[src/rtl/blk_mem_pkg.sv]
// Shared definitions for the block-memory arbiter: FSM states, grant ids and
// the block offset width.
package blk_mem_pkg;

  typedef enum logic [2:0] {
    IDLE = 3'd0,
    I_RD = 3'd1,
    D_RD = 3'd2,
    D_WR = 3'd3,
    DONE = 3'd4
  } state_t;

  localparam logic GNT_I = 1'b0;
  localparam logic GNT_D = 1'b1;

  // 32-byte blocks: the low address bits never reach the memory.
  localparam int BLK_OFFSET_BITS = 5;

endpackage

[src/rtl/blk_mem_arbiter.sv]
// Shares one block-memory port between I-cache refills and D-cache refill /
// writeback, one transaction at a time, round-robin between the two caches.
module blk_mem_arbiter
  import blk_mem_pkg::*;
#(
  parameter int ADDR_W  = 32,
  parameter int BLK_W   = 256,
  parameter int TIMEOUT = 64
) (
  input  logic              CLK,
  input  logic              RESET,
  input  logic              i_req,
  input  logic [ADDR_W-1:0] i_addr,
  output logic              i_done,
  output logic [BLK_W-1:0]  i_rdata,
  input  logic              d_rd_req,
  input  logic              d_wr_req,
  input  logic [ADDR_W-1:0] d_addr,
  input  logic [BLK_W-1:0]  d_wdata,
  output logic              d_done,
  output logic [BLK_W-1:0]  d_rdata,
  output logic [ADDR_W-1:0] mem_addr,
  output logic              mem_blk_read,
  output logic              mem_blk_write,
  output logic [BLK_W-1:0]  mem_wdata,
  input  logic [BLK_W-1:0]  mem_rdata,
  input  logic              mem_read_valid,
  input  logic              mem_write_valid,
  output logic              busy,
  output logic              timeout_err,
  output state_t            dbg_state
);

  // Handshake: requests are levels held until the matching one-cycle done
  // pulse; a request still high once the FSM is back in IDLE is a new request.
  // Memory side: a strobe stays high with stable address/data until the
  // matching valid flag is seen; a valid of the other type is ignored.

  localparam int               CNT_W     = $clog2(TIMEOUT + 1);
  localparam logic [CNT_W-1:0] CNT_MAX   = CNT_W'(TIMEOUT);
  localparam logic [CNT_W-1:0] CNT_ERR   = CNT_W'(TIMEOUT - 1);
  localparam logic [ADDR_W-1:0] ADDR_MASK = {ADDR_W{1'b1}} << BLK_OFFSET_BITS;

  state_t           state;
  state_t           state_nxt;
  logic             last_grant;
  logic             last_grant_nxt;
  logic             gnt;
  logic             gnt_id;
  logic             d_any;
  logic             mem_phase;
  logic             mem_ok;
  logic             err_q;
  logic [CNT_W-1:0] wait_cnt;

  assign d_any     = d_rd_req | d_wr_req;
  assign mem_phase = (state == I_RD) || (state == D_RD) || (state == D_WR);
  assign busy      = (state != IDLE);
  assign dbg_state = state;

  // wait_cnt holds the number of finished wait cycles, so the error is already
  // visible in the TIMEOUT-th wait cycle; err_q keeps it afterwards.
  assign timeout_err = err_q | (mem_phase && (wait_cnt >= CNT_ERR));

  always_comb begin
    state_nxt      = state;
    last_grant_nxt = last_grant;
    gnt            = 1'b0;
    gnt_id         = GNT_I;
    mem_ok         = 1'b0;
    case (state)
      IDLE: begin
        if (i_req || d_any) begin
          gnt = 1'b1;
          if (i_req && d_any) gnt_id = ~last_grant;
          else if (i_req)     gnt_id = GNT_I;
          else                gnt_id = GNT_D;
          last_grant_nxt = gnt_id;
          if (gnt_id == GNT_I) state_nxt = I_RD;
          else                 state_nxt = d_wr_req ? D_WR : D_RD;
        end
      end
      I_RD, D_RD: mem_ok = mem_read_valid;
      D_WR:       mem_ok = mem_write_valid;
      DONE:       state_nxt = IDLE;
      default:    state_nxt = IDLE;
    endcase
    if (mem_ok) state_nxt = DONE;
  end

  always_ff @(posedge CLK) begin
    if (RESET) begin
      state         <= IDLE;
      last_grant    <= GNT_D;
      wait_cnt      <= '0;
      err_q         <= 1'b0;
      i_done        <= 1'b0;
      d_done        <= 1'b0;
      i_rdata       <= '0;
      d_rdata       <= '0;
      mem_addr      <= '0;
      mem_blk_read  <= 1'b0;
      mem_blk_write <= 1'b0;
      mem_wdata     <= '0;
    end else begin
      state      <= state_nxt;
      last_grant <= last_grant_nxt;
      i_done     <= 1'b0;
      d_done     <= 1'b0;
      if (gnt) begin
        wait_cnt <= '0;
        if (gnt_id == GNT_I) begin
          mem_addr     <= i_addr & ADDR_MASK;
          mem_blk_read <= 1'b1;
        end else begin
          // A writeback wins over a refill from the same cache.
          mem_addr      <= d_addr & ADDR_MASK;
          mem_blk_read  <= ~d_wr_req;
          mem_blk_write <= d_wr_req;
          if (d_wr_req) mem_wdata <= d_wdata;
        end
      end else if (mem_phase) begin
        if (wait_cnt != CNT_MAX) wait_cnt <= wait_cnt + 1'b1;
        if (wait_cnt >= CNT_ERR) err_q <= 1'b1;
        if (mem_ok) begin
          mem_blk_read  <= 1'b0;
          mem_blk_write <= 1'b0;
          if (state == I_RD) begin
            i_rdata <= mem_rdata;
            i_done  <= 1'b1;
          end else begin
            if (state == D_RD) d_rdata <= mem_rdata;
            d_done <= 1'b1;
          end
        end
      end
    end
  end

endmodule

[config.mk]
export PLATFORM = sky130hd
export DESIGN_NAME = blk_mem_arbiter
export DESIGN_NICKNAME = d
export VERILOG_FILES = /design/src/rtl/blk_mem_pkg.sv /design/src/rtl/blk_mem_arbiter.sv
export SDC_FILE = /design/constraint.sdc
export NUM_CORES = 2
export LEC_CHECK = 0
export CORE_AREA = 5 5 546 548
export CTS_BUF_LIST = sky130_fd_sc_hd__clkbuf_2
export DETAILED_ROUTE_END_ITERATION = 16
export DIE_AREA = 0 0 551 553
export PLACE_DENSITY_LB_ADDON = 0.12
export REMOVE_ABC_BUFFERS = 1
export SYNTH_ARGS = -nofsm -noshare
export SYNTH_HDL_FRONTEND = slang
export SYNTH_SLANG_ARGS = --single-unit
[constraint.sdc]
create_clock -name CLK -period 1.85 [get_ports CLK]
set_input_delay 0.555 -clock CLK [delete_from_list [all_inputs] [get_ports CLK]]
set_output_delay 0.555 -clock CLK [all_outputs]
set_load 0.05 [all_outputs]
==> flow_summary.ini <==
[outcome]
status = finished, violations left
violations = setup timing

[layout]
area.sequential_mm2 = 0.0175
utilization = 0.241
multiInputGateArea_mm2 = 0.0109
fillers = 32100
drive_gt1_frac = 0.371
area_growth_pct = 148
fin_nets = 7061

[flow_run]
max_cap_viol_count = 0

[synth]
ys_ff_latch = 811
async_reset_ff_frac = 0
synth_edf_count = 0
avgSynthCellArea_um2 = 7.94
yosys.cell_types.count = 41
synthesis.area_mm2 = 0.0284
synthCells = 3579
seq_area_frac_synth = 0.572
synth_flop_cell = dfxtp_1
ys_warn_count = 0

[place]
port-buffer-count = 1376
hpwlAfterDp_mm = 161
place_congestion = 0.771

[die]
die-area_mm2 = 0.305
dieWidth_um = 551
start_util = 0.0971
pin_count = 1392
die-height_um = 553
core-area_mm2 = 0.293
rows = 199

[timing]
period_needed_ns = 3.25
maxSlewViolCount = 0
worst_slack_ns = -1.40
max_freq_ghz = 0.308
finalSetupViolations = 1261
max_slew_margin = 0.328
rsz0062_at_grt = yes
fin_crit_sh = 1.76
clock_skew_ns = 0.120
tightest_slew_ns = 1.00
hold_viol = 0

[cts]
ctsRootBufferMaster = clkbuf_2
clk_latency_ns = 1.50
htreeDepth = 5
cts_sinks = 811
cts_buffers = 273
clkTransAtPathRegs_ns = 0.09
clk_path_buf_depth = 4
cts_tree = built

[setup_path]
crit_required_ns = 1.29
critPathKind = reg2out
path_buf_inv = 3
slowest_stage = or3_4
critPathMaxFanout = 4
cpPeakStageDelay_ns = 0.42
crit_top_cell = buf_6
cp_cell_sequence = buf_6, or3_4, buf_6, buf_12
startpoint_type = flip-flop
cp_top_family = simple AND/OR/NAND/NOR gates
arrival_ns = 2.69
cp-end-kind = output port

[grt]
antenna_found_initial = 115
grtUsageTotal = 0.130
grt_pass1_vias = 37400
grt_pass1_wl_mm = 285
grt_max_degree = 73
overflow = 0

[drt]
vias = 35900
drc = 0
drtIter0Drc = 1172
drt_first_pass_iters = 5
routedWlPerCell_um = 19.7
routed_wl_mm = 209
viasPerCell = 3.38
ant_nets = 0

[pwr]
peakVddDrop_mv = 0.603
total_power_mw = 66.0
p_per_area_mw_per_mm2 = 936
p_leak_nw = 26.8

[worst_hold_path]
hold_path.class = in2reg
## cells in the final DEF, fill, tap and decap left out, types with 6 or more instances in the layout
cell             instances
nand2_1               1574
dlygate4sd3_1         1137
a21oi_1                770
dfxtp_2                689
clkdlybuf4s50_1        571
buf_8                  532
clkbuf_2               385
buf_12                 335
buf_4                  287
dfxtp_4                114
diode_2                 63
nor2_1                  38
clkinv_1                26
a311oi_2                20
buf_6                   17
nand2_2                 13
buf_16                   9
clkinvlp_4               8
dfxtp_1                  8
a311oi_1                 7
a21oi_2                  6
nand2_4                  6
bufinv_16                6
clkbuf_16                6
## report_power, final
group	switching, mW	leakage [nW]	internal [mW]
Sequential	2.16	7.00	20.0
Combinational	15.7	18.0	12.6
Clock	9.22	1.77	6.36
Total	27.0	26.8	39.0
## synth_stat cells, types with 5 or more instances
library cell	count	share of area
dfxtp_1	811	0.57
a21oi_1	776	0.14
buf_6	29	0.011
buf_1	13	0.0017
nor2_1	39	0.0052
nand2_1	1593	0.21
a311oi_1	7	0.0022
clkbuf_1	135	0.018
a311oi_2	20	0.011
buf_4	9	0.0024
inv_1	5	0.00066
buf_2	94	0.017
## final timing paths
check / slack (ns) / depth (start not counted) / to / start
max: -1.40 / 4 / busy / dbg_state[2]$_SDFFE_PP0P_
min: 0.40 / 4 / i_rdata[7]$_SDFFE_PP0P_ / mem_rdata[7]
max reg2reg: -0.42 / 11 / d_rdata[220]$_SDFFE_PP0P_ / dbg_state[2]$_SDFFE_PP0P_
min reg2reg: 0.47 / 2 / d_rdata[252]$_SDFFE_PP0P_ / d_rdata[252]$_SDFFE_PP0P_
## logic make-up after synthesis
| family | share of synthesized area |
|---|---|
| buffers and inverters | 0.0508 |
| xor gates and xnor gates | 0.00185 |
| muxes | 0.000352 |
| AOI/OAI and AO/OA | 0.153 |
| DFF | 0.572 |
| and+or+nand+nor | 0.222 |
| adders and majority gates | 0.000881 |
| other | 0.000132 |
## registers in the layout, summed over array words and instances (netlist names)
signal and cells:
mem_wdata 256, dbg_state 3, wait_cnt 7, mem_blk_write 1
d_done 1, mem_blk_read 1, err_q 1, i_done 1
i_rdata 256, last_grant 1, mem_addr 27, d_rdata 256
## worst register-to-register path, delay by kind of cell, from the launching register on
| family | cells | cell delay [ns] |
|---|---|---|
| and+or+nand+nor | 2 | 0.55 |
| AOI/OAI and AO/OA | 1 | 0.06 |
| buffers and inverters | 8 | 1.10 |
| DFF | 1 | 0.35 |
## per-layer routing
metal / vias up / global-route usage / wire, um / share of wire
met1: 16500 / 0.133 / 76700 / 0.37
met3: 412 / 0.0530 / 19200 / 0.092
met4: 78 / 0.0431 / 7180 / 0.034
li1: 17600 / - / - / -
met5: - / 0 / 483 / 0.0023
met2: 1322 / 0.236 / 106000 / 0.51
## timing repair
item / in CTS / in global routing
hold buffers: 1137 / 0
endpoints found under the hold margin: 811 / 0
setup endpoints to repair: 1457 / 1579
pin swaps: 2 / 11
buffers inserted: 65 / 111
gates resized for setup: 2107 / 104
cloned: 8 / 7
## final cells by class
type / instances / area share
flip-flops and latches: 811 / 0.249
multi-input cells: 2486 / 0.155
well taps: 3919 / 0.0695
clock buffers: 385 / 0.0273
clock inverters: 50 / 0.00577
diodes: 63 / 0.00224
inverters: 6 / 0.000319
repair buffers: 2898 / 0.492
## stage by stage
| step | hold WS [ns] | std cells | instance area, um^2 | TNS [ns] | setup WS (ns) |
|---|---|---|---|---|---|
| final | 0.402 | 10600 | 70500 | -629.85 | -1.40 |
| after global routing | 0.0716 | 10600 | 70500 | -1069.75 | -1.86 |
| after floorplan | 0.425 | 3303 | 27000 | -4632.51 | -9.44 |
| after CTS | 0.00148 | 10400 | 69000 | -1025.41 | -1.92 |
| after global placement | 0.441 | 8793 | 48700 | -340.06 | -0.567 |
| after detailed placement | 0.444 | 8793 | 48700 | -347.79 | -0.585 |
(Power assumes the default switching activity.)
